===== src/rtl/vga_vram_fetcher.sv =====
// vga_vram_fetcher: walks the framebuffer over a four-phase req/ready read port into a FIFO,
// drained LSB-first by a 1-bit-per-pixel serializer under the pixel strobe.
module vga_vram_fetcher #(
    parameter int          FRAME_WORDS = 24576,
    parameter int          FIFO_DEPTH  = 16,
    parameter logic [14:0] BASE_ADDR   = 15'd0
) (
    input  logic                          clk,
    input  logic                          reset_n,
    input  logic                          enable,
    input  logic                          frame_start,
    input  logic                          pixel_en,
    output logic [14:0]                   vram_vga_addr,
    output logic                          vram_vga_req,
    input  logic [31:0]                   vram_vga_data_out,
    input  logic                          vram_vga_ready,
    output logic                          pixel,
    output logic                          underrun,
    output logic [$clog2(FIFO_DEPTH):0]   fifo_level
);
    localparam int AW = $clog2(FIFO_DEPTH);
    localparam int LW = AW + 1;
    localparam int CW = $clog2(FRAME_WORDS + 1);

    typedef enum logic [1:0] {IDLE, REQ, WAIT_LOW} state_t;

    state_t        state_q;
    logic          req_q, discard_q;
    logic [14:0]   addr_q;
    logic [CW-1:0] cnt_q;
    logic [31:0]   mem_q [FIFO_DEPTH];
    logic [AW-1:0] wr_q, rd_q;
    logic [LW-1:0] level_q;
    logic [31:0]   sh_q;
    logic [4:0]    sh_cnt_q;
    logic          pixel_q, underrun_q;
    logic          start, push, pop, flush;
    logic [31:0]   head;

    // A new request also waits for ready to fall, so req never rises while ready is still high.
    always_comb begin
        head  = mem_q[rd_q];
        start = state_q == IDLE && enable && !frame_start && !vram_vga_ready &&
                cnt_q < CW'(FRAME_WORDS) && level_q < LW'(FIFO_DEPTH);
        push  = state_q == REQ && vram_vga_ready && !discard_q && !frame_start;
        flush = (state_q == IDLE && frame_start) ||
                (state_q == WAIT_LOW && !vram_vga_ready && (discard_q || frame_start));
        pop   = pixel_en && !frame_start && sh_cnt_q == 5'd0 && level_q != '0;
    end

    always_ff @(posedge clk) begin
        if (!reset_n) begin
            state_q   <= IDLE;
            req_q     <= 1'b0;
            addr_q    <= BASE_ADDR;
            cnt_q     <= '0;
            discard_q <= 1'b0;
        end else begin
            if (state_q != IDLE && frame_start)
                discard_q <= 1'b1;
            case (state_q)
                IDLE: if (start) begin
                    state_q <= REQ;
                    req_q   <= 1'b1;
                end
                REQ: if (vram_vga_ready) begin
                    state_q <= WAIT_LOW;
                    req_q   <= 1'b0;
                    if (push) begin
                        addr_q <= addr_q + 15'd1;
                        cnt_q  <= cnt_q + CW'(1);
                    end
                end
                WAIT_LOW: if (!vram_vga_ready)
                    state_q <= IDLE;
                default: state_q <= IDLE;
            endcase
            if (flush) begin
                addr_q    <= BASE_ADDR;
                cnt_q     <= '0;
                discard_q <= 1'b0;
            end
        end
    end

    always_ff @(posedge clk) begin
        if (push)
            mem_q[wr_q] <= vram_vga_data_out;
        if (!reset_n || flush) begin
            wr_q    <= '0;
            rd_q    <= '0;
            level_q <= '0;
        end else begin
            wr_q    <= wr_q + AW'(push);
            rd_q    <= rd_q + AW'(pop);
            level_q <= level_q + LW'(push) - LW'(pop);
        end
    end

    always_ff @(posedge clk) begin
        if (!reset_n || frame_start) begin
            sh_q       <= '0;
            sh_cnt_q   <= '0;
            pixel_q    <= 1'b0;
            underrun_q <= 1'b0;
        end else if (pixel_en) begin
            if (sh_cnt_q != 5'd0) begin
                pixel_q  <= sh_q[0];
                sh_q     <= sh_q >> 1;
                sh_cnt_q <= sh_cnt_q - 5'd1;
            end else if (level_q != '0) begin
                pixel_q  <= head[0];
                sh_q     <= head >> 1;
                sh_cnt_q <= 5'd31;
            end else begin
                pixel_q    <= 1'b0;
                underrun_q <= 1'b1;
            end
        end
    end

    assign vram_vga_addr = addr_q;
    assign vram_vga_req  = req_q;
    assign pixel         = pixel_q;
    assign underrun      = underrun_q;
    assign fifo_level    = level_q;
endmodule

===== config.mk =====
export PLATFORM = sky130hd
export DESIGN_NAME = vga_vram_fetcher
export DESIGN_NICKNAME = d
export VERILOG_FILES = /design/src/rtl/vga_vram_fetcher.sv
export SDC_FILE = /design/constraint.sdc
export NUM_CORES = 1
export LEC_CHECK = 0
export CAP_MARGIN = 0
export CORE_MARGIN = 5
export CORE_UTILIZATION = 55
export CTS_CLUSTER_DIAMETER = 100
export CTS_CLUSTER_SIZE = 12
export DETAILED_ROUTE_END_ITERATION = 10
export PLACE_DENSITY = 0.72
export SETUP_SLACK_MARGIN = 0.1
export SYNTH_ARGS = -nofsm -noshare
export SYNTH_HDL_FRONTEND = slang
export SYNTH_SLANG_ARGS = --single-unit

===== constraint.sdc =====
create_clock -name clk -period 4.78 [get_ports clk]
set_input_delay 0.956 -clock clk [delete_from_list [all_inputs] [get_ports clk]]
set_output_delay 0.956 -clock clk [all_outputs]
set_load 0.005 [all_outputs]

==> results.cfg <==
[critical_path]
slowest_stage = or3_1
worstPathMaxFanout = 18
cp-startpoint = frame_start
worst-path-buf-inv = 2
slowest_delay_ns = 0.57
crit_family = simple AND/OR/NAND/NOR gates
worstPathRequired_ns = 5.05
r2r-start = sh_cnt_q[0]
crit_type = in -> reg
start_kind = input port
crit_path_end_kind = flop
cp.arrival_ns = 3.61
path_cells = clkdlybuf4s50_1 -> nor2_1 -> nand2_1 -> or3_1 -> nor2_4 -> buf_4

[cells_and_area]
drive_above_1_share_pct = 19.5
final_area_mm2 = 0.0261
diodes = 0
layout_commonest_cell = edfxtp_1
instances_no_fill = 1862
post-route-util_pct = 62.4
final_cell_mix = 512 x edfxtp_1, 128 x mux4_2, 82 x dfxtp_1
syn2layout_area_growth_pct = 12.9
fin_nets = 1342

[routing]
drt-pass1-iter-count = 5
wirelength_mm = 48.8
vias = 11759
wl_per_cell_um = 26.2
drc = 0
drtIter0Drc = 1246
drtAntennaViolNets = 0
vias_per_cell = 6.32

[power]
p_leak_nw = 7.87
power.density_mw_per_mm2 = 436
power_frac_clock_pct = 34.2
internal_power_w = 0.00844
power_switching_w = 0.00291
swShare_pct = 25.6
seqPwrFrac_pct = 51.3
finalPower_w = 0.0114
p_comb_share_pct = 14.5
peakVddDrop_mv = 0.518

[cts]
ctsResizeCount = 0
cts.path.max_buffers = 3
cts_hold_buf = 0
tritoncts = yes
clock-sinks = 597
cts_buffers = 55
h-tree-depth = 2
clock_latency_ns = 0.60
clkTransAtPathRegs_ns = 0.06
cts_setup_buffers = 0
cts_root_buf = clkbuf_16

[floorplan]
die_area_mm2 = 0.0462
rows = 75
core_mm2 = 0.0418
die_h_um = 215
start_util_pct = 55.3
die_w_um = 215
io_pins = 61

[global_route]
grt_pass1_wl_mm = 74.5
grt_pass1_vias = 11877
grt_remaining_overflow = 0
antenna_found_initial = 1
grt_max_degree = 56
grtUsageTotal_pct = 21.3

[placed_design]
dp_hpwl_mm = 29.5
place_congestion = 0.805
dp_cells = 1771
placed_area_mm2 = 0.0245
port_buffers = 60

[timing]
period_minus_slack_ns = 3.34
clock_skew_ns = 0.0190
relSlewSlack_pct = 24.2
worst_pin_slew_ns = 1.13
setup_viol = 0
fmax_mhz = 300
finalMaxSlewViolations = 0
final.setup.tns_ns = 0
fin_crit_sh_pct = 69.8
rsz0062_at_grt = false
hold_violations = 0

[synthesis]
synth-edff-count = 512
synth_nets = 1261
syn_inst = 1208
synth_area_mm2 = 0.0231
yosysWarningCount = 0
seq_area_frac_synth_pct = 74.0
ys_async_sr_fraction_pct = 0
ys_types = 55
yosys_register_bits = 597
avgSynthCellArea_um2 = 19.1
synth_flop_cell = edfxtp_1

[min_path]
hold_path.class = reg -> reg
min_from = vram_vga_req

[outcome]
status = finished clean

[flow_run]
cap_violations = 0
## per-stage QoR
| stage | setup slack, ns | hold slack [ns] |
|---|---|---|
| 2_1_floorplan | 0.356 | 0.427 |
| 3_3_place_gp | 0.949 | 0.440 |
| 3_5_place_dp | 0.869 | 0.446 |
| 4_1_cts | 1.50 | 0.463 |
| 5_1_grt | 1.31 | 0.490 |
| 6_report | 1.44 | 0.458 |
## power groups by stage
stage,sequential (W),combinational (W),clock (W)
detailed placement,0.00594,0.00164,0
global route,0.00584,0.00177,0.00420
global placement,0.00593,0.00161,0
finish,0.00583,0.00164,0.00388
floorplan,0.00590,0.00101,0
CTS,0.00583,0.00165,0.00396
## final timing paths
kind / to / slack, ns / depth (start not counted)
worst max-delay path: mem_q[4][21] / 1.44 / 6
worst min-delay path: vram_vga_req / 0.46 / 2
worst max register to register: fifo_level[4] / 1.67 / 15
worst min register to register: vram_vga_req / 0.46 / 2
## logic make-up (layout without fill, tap and decap cells)
kind of cell	after synthesis	after routing	share of synthesized area (%)
fa+ha+maj	15	15	0.845
xor+xnor	16	16	0.607
mux	159	159	13.9
buf+inv	84	199	1.48
simple gates	142	142	3.37
flops	597	597	74.0
compound gates	195	195	5.83
## final cells by class
cell class                      count  area [um^2]
Sequential cell                   597        17100
Inverter                           17         63.8
Clock buffer                       89         1500
Timing Repair Buffer               91          921
Multi-Input combinational cell    527         5790
Fill cell                        2841        15700
Tap cell                          539          674
Clock inverter                      2         13.8
## cells in the mapped netlist (11+ instances only)
cell / n / share of area, %
o2bb2ai_1: 13 / 0.49
dfxtp_1: 85 / 7.4
mux4_2: 128 / 12
clkbuf_1: 42 / 0.68
nor2_1: 36 / 0.59
a22o_1: 17 / 0.64
a221o_1: 13 / 0.56
ha_1: 14 / 0.76
o21ai_0: 42 / 0.91
mux2i_1: 18 / 0.78
or4_1: 12 / 0.39
buf_2: 21 / 0.46
a21oi_1: 45 / 0.98
mux2_2: 13 / 0.63
a221oi_1: 17 / 0.64
o21a_1: 21 / 0.68
nand3_1: 15 / 0.33
nand2_1: 20 / 0.33
o31ai_1: 11 / 0.36
inv_1: 16 / 0.26
edfxtp_1: 512 / 67
xnor2_1: 11 / 0.42
## metal layers
| layer | routed length [um] | global-route usage, % | vias to the layer above |
|---|---|---|---|
| li1 | - | - | 5125 |
| met1 | 20800 | 32.1 | 6070 |
| met2 | 23100 | 33.0 | 490 |
| met3 | 3900 | 3.77 | 74 |
| met4 | 1050 | 5.75 | 0 |
| met5 | 0 | 0 | - |
## state kept, by name (all words and copies together), names as in the netlist, 2 cells and up
name / flops
cnt_q: 15
fifo_level: 5
mem_q: 512
rd_q: 4
sh_cnt_q: 5
sh_q: 31
state_q: 2
vram_vga_addr: 15
wr_q: 4
## worst register-to-register path, delay by kind of cell, from the launching register on
family / cells / cell delay [ns]
AOI/OAI and AO/OA: 1 / 0.18
adders and majority gates: 4 / 0.96
and+or+nand+nor: 6 / 0.97
buffers and inverters: 4 / 0.58
DFF: 1 / 0.34
Note: power is estimated with default switching activity, not from simulation.
